### src/rtl/mips_pkg.sv
// Shared MIPS pipeline definitions: default widths, control-bundle layouts
// and the all-zero bubble constants used by the pipeline latches.
package mips_pkg;

  localparam int DATA_W_DEF = 32;
  localparam int REG_W_DEF  = 5;
  localparam int CNT_W_DEF  = 8;

  localparam int CTLWB_W = 2;
  localparam int CTLM_W  = 3;
  localparam int CTLEX_W = 4;

  // ctlwb = {regwrite, memtoreg}
  localparam int WB_REGWRITE = 1;
  localparam int WB_MEMTOREG = 0;

  // ctlm = {branch, memread, memwrite}
  localparam int M_BRANCH   = 2;
  localparam int M_MEMREAD  = 1;
  localparam int M_MEMWRITE = 0;

  // ctlex = {regdst, aluop[1:0], alusrc}
  localparam int EX_REGDST  = 3;
  localparam int EX_ALUOP_H = 2;
  localparam int EX_ALUOP_L = 1;
  localparam int EX_ALUSRC  = 0;

  typedef logic [CTLWB_W-1:0] ctlwb_t;
  typedef logic [CTLM_W-1:0]  ctlm_t;
  typedef logic [CTLEX_W-1:0] ctlex_t;

  localparam ctlwb_t CTLWB_BUBBLE = '0;
  localparam ctlm_t  CTLM_BUBBLE  = '0;
  localparam ctlex_t CTLEX_BUBBLE = '0;

endpackage

### src/rtl/pipe_reg.sv
// Single pipeline field register: async active-low reset, synchronous clear
// (wins over enable) and load enable.
module pipe_reg #(
  parameter int W = 1
) (
  input  logic         clk,
  input  logic         rst_n,
  input  logic         en,
  input  logic         clr,
  input  logic [W-1:0] d,
  output logic [W-1:0] q
);

  always_ff @(posedge clk or negedge rst_n) begin
    if (!rst_n)
      q <= '0;
    else if (clr)
      q <= '0;
    else if (en)
      q <= d;
  end

endmodule

### src/rtl/id_ex_latch.sv
// ID/EX pipeline latch with stall, flush-to-bubble and a saturating bubble
// counter. Define ID_EX_RS_FWD_EN to add the rs field for forwarding.
module id_ex_latch
  import mips_pkg::*;
#(
  parameter int DATA_W = DATA_W_DEF,
  parameter int REG_W  = REG_W_DEF,
  parameter int CNT_W  = CNT_W_DEF
) (
  input  logic              clk,
  input  logic              rst_n,
  input  logic              stall,
  input  logic              flush,
  input  logic              id_valid,
  input  logic [CTLWB_W-1:0] ctlwb_in,
  input  logic [CTLM_W-1:0]  ctlm_in,
  input  logic [CTLEX_W-1:0] ctlex_in,
  input  logic [DATA_W-1:0] npc_in,
  input  logic [DATA_W-1:0] rdata1_in,
  input  logic [DATA_W-1:0] rdata2_in,
  input  logic [DATA_W-1:0] sext_in,
  input  logic [REG_W-1:0]  rt_in,
  input  logic [REG_W-1:0]  rd_in,
`ifdef ID_EX_RS_FWD_EN
  input  logic [REG_W-1:0]  rs_in,
  output logic [REG_W-1:0]  rs_out,
`endif
  output logic [CTLWB_W-1:0] ctlwb_out,
  output logic [CTLM_W-1:0]  ctlm_out,
  output logic [CTLEX_W-1:0] ctlex_out,
  output logic [DATA_W-1:0] npc_out,
  output logic [DATA_W-1:0] rdata1_out,
  output logic [DATA_W-1:0] rdata2_out,
  output logic [DATA_W-1:0] sext_out,
  output logic [REG_W-1:0]  rt_out,
  output logic [REG_W-1:0]  rd_out,
  output logic              ex_valid,
  output logic [CNT_W-1:0]  bubble_cnt
);

  // A bubble is loaded on flush (even when stalled) or when an unstalled
  // decode stage offers no real instruction.
  logic bubble;
  logic ctl_en;
  logic data_en;
  logic cnt_en;
  logic [CNT_W-1:0] cnt_next;

  assign bubble   = flush | (~stall & ~id_valid);
  assign ctl_en   = ~stall;
  assign data_en  = ~stall | flush;
  assign cnt_en   = bubble & (bubble_cnt != {CNT_W{1'b1}});
  assign cnt_next = bubble_cnt + CNT_W'(1);

  pipe_reg #(.W(CTLWB_W)) u_ctlwb (
    .clk(clk), .rst_n(rst_n), .en(ctl_en), .clr(bubble),
    .d(ctlwb_in), .q(ctlwb_out));

  pipe_reg #(.W(CTLM_W)) u_ctlm (
    .clk(clk), .rst_n(rst_n), .en(ctl_en), .clr(bubble),
    .d(ctlm_in), .q(ctlm_out));

  pipe_reg #(.W(CTLEX_W)) u_ctlex (
    .clk(clk), .rst_n(rst_n), .en(ctl_en), .clr(bubble),
    .d(ctlex_in), .q(ctlex_out));

  pipe_reg #(.W(1)) u_valid (
    .clk(clk), .rst_n(rst_n), .en(ctl_en), .clr(flush),
    .d(id_valid), .q(ex_valid));

  pipe_reg #(.W(DATA_W)) u_npc (
    .clk(clk), .rst_n(rst_n), .en(data_en), .clr(1'b0),
    .d(npc_in), .q(npc_out));

  pipe_reg #(.W(DATA_W)) u_rdata1 (
    .clk(clk), .rst_n(rst_n), .en(data_en), .clr(1'b0),
    .d(rdata1_in), .q(rdata1_out));

  pipe_reg #(.W(DATA_W)) u_rdata2 (
    .clk(clk), .rst_n(rst_n), .en(data_en), .clr(1'b0),
    .d(rdata2_in), .q(rdata2_out));

  pipe_reg #(.W(DATA_W)) u_sext (
    .clk(clk), .rst_n(rst_n), .en(data_en), .clr(1'b0),
    .d(sext_in), .q(sext_out));

  pipe_reg #(.W(REG_W)) u_rt (
    .clk(clk), .rst_n(rst_n), .en(data_en), .clr(1'b0),
    .d(rt_in), .q(rt_out));

  pipe_reg #(.W(REG_W)) u_rd (
    .clk(clk), .rst_n(rst_n), .en(data_en), .clr(1'b0),
    .d(rd_in), .q(rd_out));

`ifdef ID_EX_RS_FWD_EN
  pipe_reg #(.W(REG_W)) u_rs (
    .clk(clk), .rst_n(rst_n), .en(data_en), .clr(1'b0),
    .d(rs_in), .q(rs_out));
`endif

  // Enable drops at all-ones so the count saturates instead of wrapping.
  pipe_reg #(.W(CNT_W)) u_bubble_cnt (
    .clk(clk), .rst_n(rst_n), .en(cnt_en), .clr(1'b0),
    .d(cnt_next), .q(bubble_cnt));

endmodule

### config.mk
export PLATFORM = sky130hd
export DESIGN_NAME = id_ex_latch
export DESIGN_NICKNAME = d
export VERILOG_FILES = /design/src/rtl/mips_pkg.sv /design/src/rtl/pipe_reg.sv /design/src/rtl/id_ex_latch.sv
export SDC_FILE = /design/constraint.sdc
export NUM_CORES = 1
export LEC_CHECK = 0
export ABC_CLOCK_PERIOD_IN_PS = 2400
export BUFFER_PORTS_ARGS = -buffer_cell sky130_fd_sc_hd__buf_2
export CELL_PAD_IN_SITES_DETAIL_PLACEMENT = 1
export CELL_PAD_IN_SITES_GLOBAL_PLACEMENT = 1
export CORE_MARGIN = 2
export CORE_UTILIZATION = 38
export DETAILED_ROUTE_END_ITERATION = 16
export MAX_ROUTING_LAYER = met4
export PLACE_DENSITY = 0.88
export SYNTH_ARGS = -nofsm -noshare
export SYNTH_HDL_FRONTEND = slang
export SYNTH_HIERARCHICAL = 1
export SYNTH_SLANG_ARGS = --single-unit
export TNS_END_PERCENT = 30
### constraint.sdc
create_clock -name clk -period 2.4 [get_ports clk]
set_input_delay 0.12 -clock clk [delete_from_list [all_inputs] [get_ports clk]]
set_output_delay 0.12 -clock clk [all_outputs]
set_load 0.005 [all_outputs]
==> results of run 1 <==
[power by group through the flow]
| stage | registers (mW) | logic [mW] | clock network (mW) |
|---|---|---|---|
| after global routing | 2.90 | 1.11 | 2.77 |
| after CTS | 2.87 | 0.972 | 2.65 |
| final | 2.89 | 1.03 | 2.61 |
| after floorplan | 2.93 | 0.374 | 0 |
| after global placement | 2.91 | 0.747 | 0 |
| after detailed placement | 2.92 | 0.785 | 0 |
[registers in the layout, summed over array words and instances, names as in the netlist]
name,flops
u_rdata1/q,32
u_rd/q,5
u_ctlm/q,3
u_ctlwb/q,2
u_rdata2/q,32
u_bubble_cnt/q,8
u_sext/q,32
u_ctlex/q,4
u_valid/q,1
u_rt/q,5
u_npc/q,32
[kinds of logic (layout without fill, tap and decap cells)]
family / after synthesis / in the layout / synth area share
buf+inv: 35 / 497 / 0.0579
other cells: 1 / 35 / 0.000571
flops: 156 / 156 / 0.594
compound gates: 2 / 2 / 0.00229
simple gates: 166 / 166 / 0.0975
mux: 156 / 156 / 0.238
xor+xnor: 6 / 6 / 0.00800
fa+ha+maj: 1 / 1 / 0.00190
[cell type report]
class	count	area [um^2]
clock inverters	12	110
inverters	2	7.51
diodes	4	10.0
well taps	225	282
clock buffers	20	447
flip-flops and latches	156	3900
multi-input cells	362	2410
fillers	1857	6780
repair buffers	463	3170
[Yosys cell counts]
library cell  instances
nand4_1               1
o21a_1                1
ha_1                  1
inv_1                 2
nor2_1              158
conb_1                1
nand2_1               1
xnor2_1               3
dfrtp_1             156
nand3_1               3
buf_1                 1
nand2b_1              1
xor2_1                3
o21bai_1              1
clkbuf_1             12
buf_6                 7
mux2i_1             156
and3_1                1
buf_12               12
nand3_2               1
clkbuf_2              1
[worst max path at each step]
stage	from	end	slack (ns)	depth (start not counted)
2_1_floorplan	u_bubble_cnt/q[0]	u_bubble_cnt/q[0]	1.06	6
3_3_place_gp	u_bubble_cnt/q[0]	u_bubble_cnt/q[3]	0.83	5
3_5_place_dp	u_bubble_cnt/q[0]	u_bubble_cnt/q[7]	0.74	5
4_1_cts	flush	u_sext/q[6]	0.71	6
5_1_grt	flush	u_sext/q[6]	0.55	6
6_report	flush	u_sext/q[6]	0.61	6
[per-stage QoR]
| step | worst slack, ns | hold slack [ns] | util | cell area (um^2) | total power, mW |
|---|---|---|---|---|---|
| 2_1_floorplan | 1.06 | -0.176 | - | 6680 | 3.30 |
| 3_3_place_gp | 0.832 | 0.122 | 0.487 | 8340 | 3.65 |
| 3_5_place_dp | 0.743 | 0.132 | 0.487 | 8340 | 3.70 |
| 4_1_cts | 0.714 | 0.000779 | 0.603 | 10300 | 6.50 |
| 5_1_grt | 0.554 | 0.00374 | 0.604 | 10300 | 6.78 |
| 6_report | 0.606 | 0.00353 | 0.604 | 10300 | 6.54 |
[per-layer routing]
metal	GRT usage	wire, um	part of all wire
met5	-	0	0
met4	0.167	1290	0.050
met3	0.0580	1220	0.047
met2	0.526	14400	0.56
met1	0.275	8780	0.34
[tightest hold or removal path: cells and delay by family]
kind | cells | cell delay, ns
AND/OR/NAND/NOR | 1 | 0.11
buffers and inverters | 1 | 0.08
multiplexers | 1 | 0.06
==> summary.txt, run 1 <==
Synth
  – Post-synth top area share: 0.594
  – Yosys cell types: 21
  – Post-synthesis sequential area ratio: 0.594
  – Yosys top cell by area: dfrtp_1
  – Syn avg cell area: 12.6 um^2
  – Synth top area cells: dfrtp_1, mux2i_1, nor2_1
  – Ys Warns: 6
  – Synth Register Bits: 156
  – Cell Area, Synth: 6570 um^2
  – Synth Instances: 523

Clock tree
  – Post-CTS setup buffers: 0
  – CTS root buffer: clkbuf_16
  – Max Buffers Root-to-Sink: 2
  – CTS tree: done
  – Clk sinks: 156
  – Clock Pin Slew Worst Setup and Hold Paths: 0.07 ns
  – Clock Latency Late Sink: 0.42 ns
  – H-tree levels: 4
  – CTS buffer count: 17
  – Post-CTS sizing: 0
  – Cts hold-fix bufs: 142

Power
  – Comb power frac: 0.158
  – Sw Pwr: 1.75 mW
  – Clock power share: 0.399
  – Worst VDD drop: 470 uV
  – Pleak: 6.08 nW
  – PwrDens: 632 nW/um^2
  – Flop pwr share: 0.442
  – Pint: 4.78 mW
  – Sw frac: 0.268

Die
  – Cell Rows: 48
  – Chip Width: 135 um
  – Die Y: 135 um
  – Die area: 18400 um^2
  – Initial core utilization: 0.384
  – I/O Pins: 308
  – Core Box Area: 17100 um^2

STA
  – RSZ-0062 raised after global routing: no
  – Max-slew headroom: 0.566
  – Slew Limit Fails: 0
  – Post-route setup TNS: 0 ns
  – Period utilisation layout: 0.747
  – Worst Tran Pin Value: 0.650 ns
  – Final setup violation count: 0
  – Maximum clock frequency: 557 MHz
  – Post-layout min period: 1.79 ns
  – Final Hold Vio Count: 0
  – Post-Route Skew: 0.0113 ns

Drt
  – Routed vias/inst: 4.88
  – Vias: 6071
  – Detail Route Antenna Nets: 0
  – WL per Instance: 20.6 um
  – Iteration-0 DRC count of the detailed router: 163
  – Final WL: 25.7 mm
  – Remaining DRCs: 0
  – Drt pass-1 iters: 4

Global route
  – First-pass GRT wire length: 38.2 mm
  – Antenna violations before repair: 4
  – All-Layer GR Usage: 0.285
  – Remaining Overflow, GRT: 0
  – Vias in the first global route: 7006
  – Pin count of the biggest net entering global routing: 57

Place
  – GPL Wtd Cong: 0.804
  – Placed Cells: 1065
  – IO Port Bufs: 307
  – Post-DP HPWL: 14.1 mm

Worst setup path
  – R2r setup slk: 0.72 ns
  – Crit. End Element: flip-flop
  – Slowest stage delay, CP: 0.55 ns
  – Reg-to-Reg End: u_bubble_cnt/q[6]
  – Slowest-stage cell, CP: nand2b_4
  – R2R cell count: 5
  – Data arrival time of the worst path: 2.08 ns
  – Crit path cell chain: dlygate4sd3_1 > buf_2 > nand2b_4 > buf_12 > mux2i_1 > nor2_1
  – Critical Path RT: 2.68 ns
  – Top Family by Delay on Critical Path: buffers and inverters
  – Crit path kind: in2reg
  – Startpoint types: primary input
  – Worst Path Buf+Inv: 3
  – Worst r2r src: u_bubble_cnt/q[0]
  – Crit Path Max Fanout: 28

Hold path
  – HP Class: in2reg
  – Hold Path Sink: u_rdata1/q[7]
  – Hold Crit Start: rdata1_in[7]
  – WHS Path Cells: 3

Run status
  – Outcome: finished, final reports clean

Cells and area
  – Most common cell after layout, fill and taps aside: buf_2
  – Total Nets Final: 1155
  – Fin cells: 1244
  – Layout overhead on the synthesized area: 57.3%
  – Share of cells above drive strength 1: 0.347
  – Most frequent cells in the layout: buf_2, nor2_1, mux2i_1, dfrtp_1, dlygate4sd3_1

Flow run
  – Max Cap Viol: 0
No activity file was read; power rests on OpenSTA's default activity.
==> run 2, diff against run 1 <==
--- a/config.mk
+++ b/config.mk
@@ -5,15 +5,15 @@
 export SDC_FILE = /design/constraint.sdc
 export NUM_CORES = 1
 export LEC_CHECK = 0
-export ABC_CLOCK_PERIOD_IN_PS = 2400
+export ABC_CLOCK_PERIOD_IN_PS = 1490
 export BUFFER_PORTS_ARGS = -buffer_cell sky130_fd_sc_hd__buf_2
 export CELL_PAD_IN_SITES_DETAIL_PLACEMENT = 1
 export CELL_PAD_IN_SITES_GLOBAL_PLACEMENT = 1
 export CORE_MARGIN = 2
-export CORE_UTILIZATION = 38
+export CORE_UTILIZATION = 32
 export DETAILED_ROUTE_END_ITERATION = 16
 export MAX_ROUTING_LAYER = met4
-export PLACE_DENSITY = 0.88
+export PLACE_DENSITY = 0.79
 export SYNTH_ARGS = -nofsm -noshare
 export SYNTH_HDL_FRONTEND = slang
 export SYNTH_HIERARCHICAL = 1
==> constraint.sdc (replaced) <==
create_clock -name clk -period 1.49 [get_ports clk]
set_input_delay 0.0745 -clock clk [delete_from_list [all_inputs] [get_ports clk]]
set_output_delay 0.0745 -clock clk [all_outputs]
set_load 0.005 [all_outputs]
==> run 2 against run 1 <==
Combinational power increased by 64%. Global-route usage decreased by 5.0 points. First-iteration DRC count increased by 16%. Wire length is 3.6% lower. Critical path depth grew 1. Register-to-register slack worse by 0.60 ns. Worst hold slack improved by 0.12 ns. Sequential cell count unchanged. Largest cell class unchanged.
==> summary.txt, run 2 (synthesized netlist as in run 1, its figures left out) <==
Clock tree
  – CTS buffer count: 17 (unchanged)
  – Post-CTS setup buffers: 0 (unchanged)
  – CTS tree: done (unchanged)
  – Clock Pin Slew Worst Setup and Hold Paths: 0.07 ns (about the same)
  – Post-CTS sizing: 0 (unchanged)
  – Cts hold-fix bufs: 150 (was 142)
  – CTS root buffer: clkbuf_16 (unchanged)
  – H-tree levels: 4 (unchanged)
  – Clock Latency Late Sink: 0.42 ns (about the same)
  – Max Buffers Root-to-Sink: 2 (unchanged)
  – Clk sinks: 156 (unchanged)

Cells and area
  – Most common cell after layout, fill and taps aside: buf_2 (unchanged)
  – Fill count: 2267 (was 1857)
  – Total Nets Final: 1173 (was 1155)
  – Layout overhead on the synthesized area: 60.6% (was 57.3%)
  – Share of cells above drive strength 1: 0.353 (was 0.347)
  – Most frequent cells in the layout: buf_2, nor2_1, mux2i_1, dfrtp_1, dlygate4sd3_1 (unchanged)

Worst setup path
  – Startpoint types: primary input (unchanged)
  – Crit path kind: in2reg (unchanged)
  – Worst Path Buf+Inv: 4 (was 3)
  – Crit. End Element: flip-flop (unchanged)
  – Worst r2r src: u_bubble_cnt/q[1] (was u_bubble_cnt/q[0])
  – Crit-path most repeated cell: buf_12
  – Crit Path Max Fanout: 20 (was 28)
  – Data arrival time of the worst path: 1.70 ns (was 2.08 ns)
  – Critical Path Start: flush (unchanged)
  – Slowest stage delay, CP: 0.52 ns (was 0.55 ns)
  – Slowest-stage cell, CP: dlygate4sd3_1 (was nand2b_4)
  – Top Family by Delay on Critical Path: buffers and inverters (unchanged)
  – Critical Path RT: 1.79 ns (was 2.68 ns)
  – Crit path cell chain: dlygate4sd3_1 > buf_2 > nand2b_4 > buf_12 > buf_12 > mux2i_1 > nor2_1 (was dlygate4sd3_1 > buf_2 > nand2b_4 > buf_12 > mux2i_1 > nor2_1)

Drt
  – Iteration-0 DRC count of the detailed router: 189 (was 163)
  – Remaining DRCs: 0 (unchanged)
  – Routed vias/inst: 4.56 (was 4.88)
  – Vias: 5945 (was 6071)
  – Final WL: 24.7 mm (was 25.7 mm)
  – Detail Route Antenna Nets: 0 (unchanged)
  – Drt pass-1 iters: 4 (unchanged)
  – WL per Instance: 19.0 um (was 20.6 um)

Place
  – Post-DP HPWL: 14.1 mm (about the same)
  – IO Port Bufs: 307 (unchanged)
  – Pre-CTS WS: 0.111 ns (was 0.743 ns)
  – GPL Wtd Cong: 0.752 (was 0.804)

Global route
  – All-Layer GR Usage: 0.235 (was 0.285)
  – Antenna violations before repair: 1 (was 4)
  – Remaining Overflow, GRT: 0 (unchanged)
  – M2 GR Usage: 0.439 (was 0.526)
  – Pin count of the biggest net entering global routing: 41 (was 57)
  – Met1 usage: 0.241 (was 0.275)
  – Vias in the first global route: 6983 (was 7006)
  – Global route hottest layer: met2 (unchanged)
  – First-pass GRT wire length: 38.4 mm (was 38.2 mm)
  – Met3 Resource Use GR: 0.0491 (was 0.0580)

STA
  – Slew Limit Fails: 0 (unchanged)
  – RSZ-0062 raised after global routing: no (unchanged)
  – Max-slew headroom: 0.633 (was 0.566)
  – Post-layout min period: 1.40 ns
  – Worst Hold Slack: 0.123 ns (was 0.00353 ns)
  – Maximum clock frequency: 712 MHz
  – Final setup violation count: 0 (unchanged)
  – Final Hold Vio Count: 0 (unchanged)
  – Post-route setup TNS: 0 ns (unchanged)
  – Post-Route Skew: 0.00149 ns (was 0.0113 ns)
  – Final setup margin: 0.0860 ns (was 0.606 ns)
  – Period utilisation layout: 0.942
  – Worst Tran Pin Value: 0.550 ns (was 0.650 ns)

Power
  – PwrDens: 991 nW/um^2 (was 632 nW/um^2)
  – Worst VDD drop: 716 uV (was 470 uV)
  – Final Power: 10.5 mW (was 6.54 mW)
  – Pleak: 6.17 nW (was 6.08 nW)

Die
  – Core Box Area: 20200 um^2 (was 17100 um^2)
  – Die area: 21700 um^2 (was 18400 um^2)
  – Initial core utilization: 0.326 (was 0.384)
  – Chip Width: 147 um (was 135 um)
  – Cell Rows: 52 (was 48)
  – Die Y: 147 um (was 135 um)
  – I/O Pins: 308 (unchanged)

Hold path
  – HP Class: in2reg (unchanged)
  – Hold Crit Start: stall (was rdata1_in[7])

Run status
  – Outcome: finished, final reports clean (unchanged)

Flow run
  – Max Cap Viol: 0 (unchanged)
-- run 2: changes by cell type in the layout (fill, tap and decap cells not counted), sizes merged --
cell and delta:
clkbuf -1, inv +2, bufinv -1, dlygate4sd3 +7
buf +11, clkinv +1, diode -3, clkinvlp -1
-- run 2: power by group --
part           leakage, nW  internal, mW  switching [mW]
Combinational         3.85         0.894           0.796
Clock                0.269          2.26            1.87
Sequential            2.05          4.48           0.164
-- run 2: worst min-delay path, delay by kind of cell --
family	cells	cell delay, ns
simple gates	2	0.20
buf+inv	1	0.13
mux	1	0.09
-- run 2: area by class of cell --
type                       instances  area, um^2  area share
sequential                       156        3900       0.370
timing repair buffer             481        3340       0.316
multi-input combinational        362        2410       0.228
clock buffer                      19         453      0.0429
tap                              270         338      0.0320
clock inverter                    13         105     0.00996
inverter                           2        7.51    0.000711
antenna                            1        2.50    0.000237
-- run 2: stage by stage --
stage          instances   util  instance area (um^2)
6_report            1304  0.523                 10600
5_1_grt             1304  0.523                 10600
4_1_cts             1303  0.523                 10600
3_5_place_dp        1121  0.421                  8490
3_3_place_gp        1121  0.421                  8490
2_1_floorplan        553      -                  6680
-- run 2: final timing paths --
check                                    end  slack [ns]  cells past startpoint
setup / recovery                 u_npc/q[23]        0.09                      7
hold / removal                 u_rdata1/q[0]        0.12                      4
setup reg to reg           u_bubble_cnt/q[4]        0.12                      6
hold reg to reg               u_rdata1/q[25]        0.51                      2
max in group asynchronous       u_sext/q[23]        0.76                      3
min in group asynchronous        u_npc/q[10]        0.16                      2
-- run 2: per-layer routing --
metal  wire length (um)  share of wire
met4                756          0.031
met1               9220           0.37
met2              13500           0.55
met5                  0              0
met3               1240          0.050
==> run 3, diff against run 2 <==
--- a/config.mk
+++ b/config.mk
@@ -10,12 +10,11 @@
 export CELL_PAD_IN_SITES_DETAIL_PLACEMENT = 1
 export CELL_PAD_IN_SITES_GLOBAL_PLACEMENT = 1
 export CORE_MARGIN = 2
-export CORE_UTILIZATION = 32
+export CORE_UTILIZATION = 29
 export DETAILED_ROUTE_END_ITERATION = 16
 export MAX_ROUTING_LAYER = met4
 export PLACE_DENSITY = 0.79
 export SYNTH_ARGS = -nofsm -noshare
 export SYNTH_HDL_FRONTEND = slang
-export SYNTH_HIERARCHICAL = 1
 export SYNTH_SLANG_ARGS = --single-unit
 export TNS_END_PERCENT = 30
==> run 3 against run 2 <==
Clock skew grew 0.0081 ns. Largest power group unchanged. First-iteration DRC count grew 16%. Synthesized cell count grew 23%.
==> summary.txt, run 3 <==
STA
  – Final Hold Vio Count: 0 (unchanged)
  – Final setup violation count: 0 (unchanged)
  – Post-layout min period: 1.38 ns (was 1.40 ns)
  – Worst Hold Slack: 0.114 ns (was 0.123 ns)
  – Max-slew headroom: 0.765 (was 0.633)
  – Maximum clock frequency: 723 MHz (was 712 MHz)
  – RSZ-0062 raised after global routing: no (unchanged)
  – Period utilisation layout: 0.928 (was 0.942)
  – Worst Tran Pin Value: 0.352 ns (was 0.550 ns)
  – Slew Limit Fails: 0 (unchanged)
  – Post-route setup TNS: 0 ns (unchanged)
  – Post-Route Skew: 0.00964 ns (was 0.00149 ns)

Die
  – Initial core utilization: 0.294 (was 0.326)
  – Die area: 21600 um^2 (was 21700 um^2)
  – Core Box Area: 20200 um^2 (unchanged)
  – Chip Width: 147 um (about the same)
  – Cell Rows: 52 (unchanged)
  – Die Y: 147 um (about the same)
  – I/O Pins: 308 (unchanged)

Synth
  – Yosys top cell by area: dfrtp_1 (unchanged)
  – Post-synth top area share: 0.657 (was 0.594)
  – Top post-synthesis cells by count: nand2_1, dfrtp_1, buf_2 (was nor2_1, dfrtp_1, mux2i_1)
  – Post-synthesis sequential area ratio: 0.657 (was 0.594)
  – Ys Warns: 0 (was 6)
  – Synth top area cells: dfrtp_1, nand2_1, buf_2 (was dfrtp_1, mux2i_1, nor2_1)
  – Syn avg cell area: 9.24 um^2 (was 12.6 um^2)
  – Yosys cell types: 23 (was 21)
  – Post-Syn Nets: 796
  – Cell Area, Synth: 5940 um^2 (was 6570 um^2)
  – FFs w/ async S/R, synth: 1.00 (unchanged)
  – Synth Register Bits: 156 (unchanged)
  – Synth Instances: 643 (was 523)
  – Number of synthesized flops with an enable pin: 0 (unchanged)
  – Top-count cell post-synth: nand2_1 (was nor2_1)
  – Top_reg_cell synth: dfrtp_1 (unchanged)

Clock tree
  – Clk sinks: 156 (unchanged)
  – Post-CTS setup buffers: 0 (unchanged)
  – CTS buffer count: 17 (unchanged)
  – Max Buffers Root-to-Sink: 2 (unchanged)
  – Clock Pin Slew Worst Setup and Hold Paths: 0.07 ns (about the same)
  – CTS root buffer: clkbuf_16 (unchanged)
  – Clock Latency Late Sink: 0.41 ns (was 0.42 ns)
  – H-tree levels: 4 (unchanged)
  – CTS tree: done (unchanged)

Cells and area
  – Most common cell after layout, fill and taps aside: nand2_1 (was buf_2)
  – Layout overhead on the synthesized area: 68.5% (was 60.6%)
  – Fin area: 10000 um^2 (was 10600 um^2)
  – Share of cells above drive strength 1: 0.326 (was 0.353)
  – Total Nets Final: 1252 (was 1173)
  – Fill count: 2368 (was 2267)
  – Most frequent cells in the layout: nand2_1, buf_2, dfrtp_1, dlygate4sd3_1, clkbuf_16 (was buf_2, nor2_1, mux2i_1, dfrtp_1, dlygate4sd3_1)

Flow run
  – Max Cap Viol: 0 (unchanged)

Power
  – Comb power frac: 0.171 (was 0.162)
  – PwrDens: 1180 nW/um^2 (was 991 nW/um^2)
  – Sw frac: 0.263 (was 0.270)
  – Clock power share: 0.410 (was 0.394)
  – Sw Pwr: 3.12 mW (was 2.82 mW)
  – Pint: 8.73 mW (was 7.64 mW)
  – Final Power: 11.8 mW (was 10.5 mW)
  – Pleak: 5.50 nW (was 6.17 nW)
  – Worst VDD drop: 770 uV (was 716 uV)
  – Flop pwr share: 0.419 (was 0.444)

Global route
  – Pin count of the biggest net entering global routing: 70 (was 41)
  – All-Layer GR Usage: 0.222 (was 0.235)
  – Remaining Overflow, GRT: 0 (unchanged)
  – Vias in the first global route: 6941 (was 6983)
  – First-pass GRT wire length: 36.4 mm (was 38.4 mm)
  – Antenna violations before repair: 2 (was 1)

Worst setup path
  – Reg-to-Reg End: u_bubble_cnt.q[1] (was u_bubble_cnt/q[4])
  – R2R cell count: 4 (was 6)
  – Crit path cell chain: ha_1 > nand3_2 > o21ai_2 > mux2_2 (was dlygate4sd3_1 > buf_2 > nand2b_4 > buf_12 > buf_12 > mux2i_1 > nor2_1)
  – Slowest stage delay, CP: 0.35 ns (was 0.52 ns)
  – Slowest-stage cell, CP: dfrtp_1 (was dlygate4sd3_1)
  – R2r setup slk: 0.11 ns (was 0.12 ns)
  – Critical Path RT: 1.79 ns (about the same)
  – Crit path kind: reg2reg (was in2reg)
  – Data arrival time of the worst path: 1.68 ns (was 1.70 ns)
  – Crit Path Max Fanout: 6 (was 20)
  – Startpoint types: flip-flop (was primary input)
  – Worst r2r src: u_bubble_cnt.q[0] (was u_bubble_cnt/q[1])
  – Crit. End Element: flip-flop (unchanged)
  – Critical path endpoint: u_bubble_cnt.q[1] (was u_npc/q[23])
  – Critical Path Start: u_bubble_cnt.q[0] (was flush)

Drt
  – Final WL: 23.4 mm (was 24.7 mm)
  – Detail Route Antenna Nets: 0 (unchanged)
  – Routed vias/inst: 4.50 (was 4.56)
  – Drt pass-1 iters: 4 (unchanged)
  – Vias: 6233 (was 5945)
  – Iteration-0 DRC count of the detailed router: 219 (was 189)
  – WL per Instance: 16.9 um (was 19.0 um)
  – Remaining DRCs: 0 (unchanged)

Place
  – Post-DP HPWL: 13.4 mm (was 14.1 mm)
  – Placed instance area: 7860 um^2 (was 8490 um^2)
  – IO Port Bufs: 307 (unchanged)
  – GPL Wtd Cong: 0.761 (was 0.752)

Hold path
  – HP Class: in2reg (unchanged)

Run status
  – Outcome: finished, final reports clean (unchanged)
run 3: changes by cell type in the layout (fill, tap and decap cells not counted), moves of 9 or more:
cell	before	now
nand2_1	1	417
buf_4	15	6
mux2i_1	156	0
nor2_1	158	0
a22o_1	0	9
conb_1	31	0
run 3: worst max-delay path: cells and delay by family (launching register included):
| kind | cells | cell delay (ns) |
|---|---|---|
| mux | 1 | 0.35 |
| flops | 1 | 0.35 |
| simple gates | 1 | 0.17 |
| compound gates | 1 | 0.21 |
| fa+ha+maj | 1 | 0.20 |
run 3: repair_timing:
action | 4_1_cts | 5_1_grt
pin swaps | 0 | 1
gates resized for setup | 2 | 1
endpoints found under the hold margin | 303 | 0
endpoints found under the setup margin | 1 | 1
hold buffers | 148 | 0
run 3: worst min path at each step:
stage	to	cells past startpoint	start
after CTS	u_bubble_cnt.q[0]	4	id_valid
final	u_bubble_cnt.q[0]	4	id_valid
after detailed placement	u_sext.q[21]	1	rst_n
after floorplan	u_bubble_cnt.q[0]	0	rst_n
after global placement	u_rdata1.q[24]	1	rst_n
after global routing	u_bubble_cnt.q[0]	4	id_valid
run 3: stage by stage:
stage,worst slack (ns),utilization,std cells
6_report,0.108,0.496,1384
5_1_grt,0.0179,0.496,1384
4_1_cts,0.0758,0.496,1382
3_5_place_dp,0.00844,0.390,1202
3_3_place_gp,0.0364,0.390,1202
2_1_floorplan,0.0612,-,643
run 3: cell families after synthesis:
group | share of synthesized area
xor+xnor | 0.00295
compound gates | 0.0211
buf+inv | 0.0268
fa+ha+maj | 0.00211
simple gates | 0.280
flops | 0.657
mux | 0.00948
run 3: cell type report:
type                    instances  area, um^2  area share
repair buffers                468        3210       0.321
well taps                     270         338      0.0337
flip-flops and latches        156        3900       0.390
multi-input cells             456        1900       0.190
diodes                          2        5.00    0.000500
clock buffers                  19         443      0.0442
clock inverters                13         211      0.0211
run 3: power groups by stage:
| stage | registers, mW | logic, mW | clock network (mW) |
|---|---|---|---|
| 2_1_floorplan | 5.04 | 0.593 | 0 |
| 3_3_place_gp | 4.98 | 1.62 | 0 |
| 3_5_place_dp | 5.01 | 1.66 | 0 |
| 4_1_cts | 4.94 | 1.98 | 4.99 |
| 5_1_grt | 5.02 | 2.23 | 5.15 |
| 6_report | 4.96 | 2.03 | 4.86 |
run 3: layer usage:
layer | vias up | part of all wire | track usage
met5 | - | 0 | -
met4 | 0 | 0.046 | 0.115
met3 | 76 | 0.055 | 0.0484
met2 | 260 | 0.52 | 0.389
met1 | 3018 | 0.38 | 0.234
li1 | 2879 | - | -
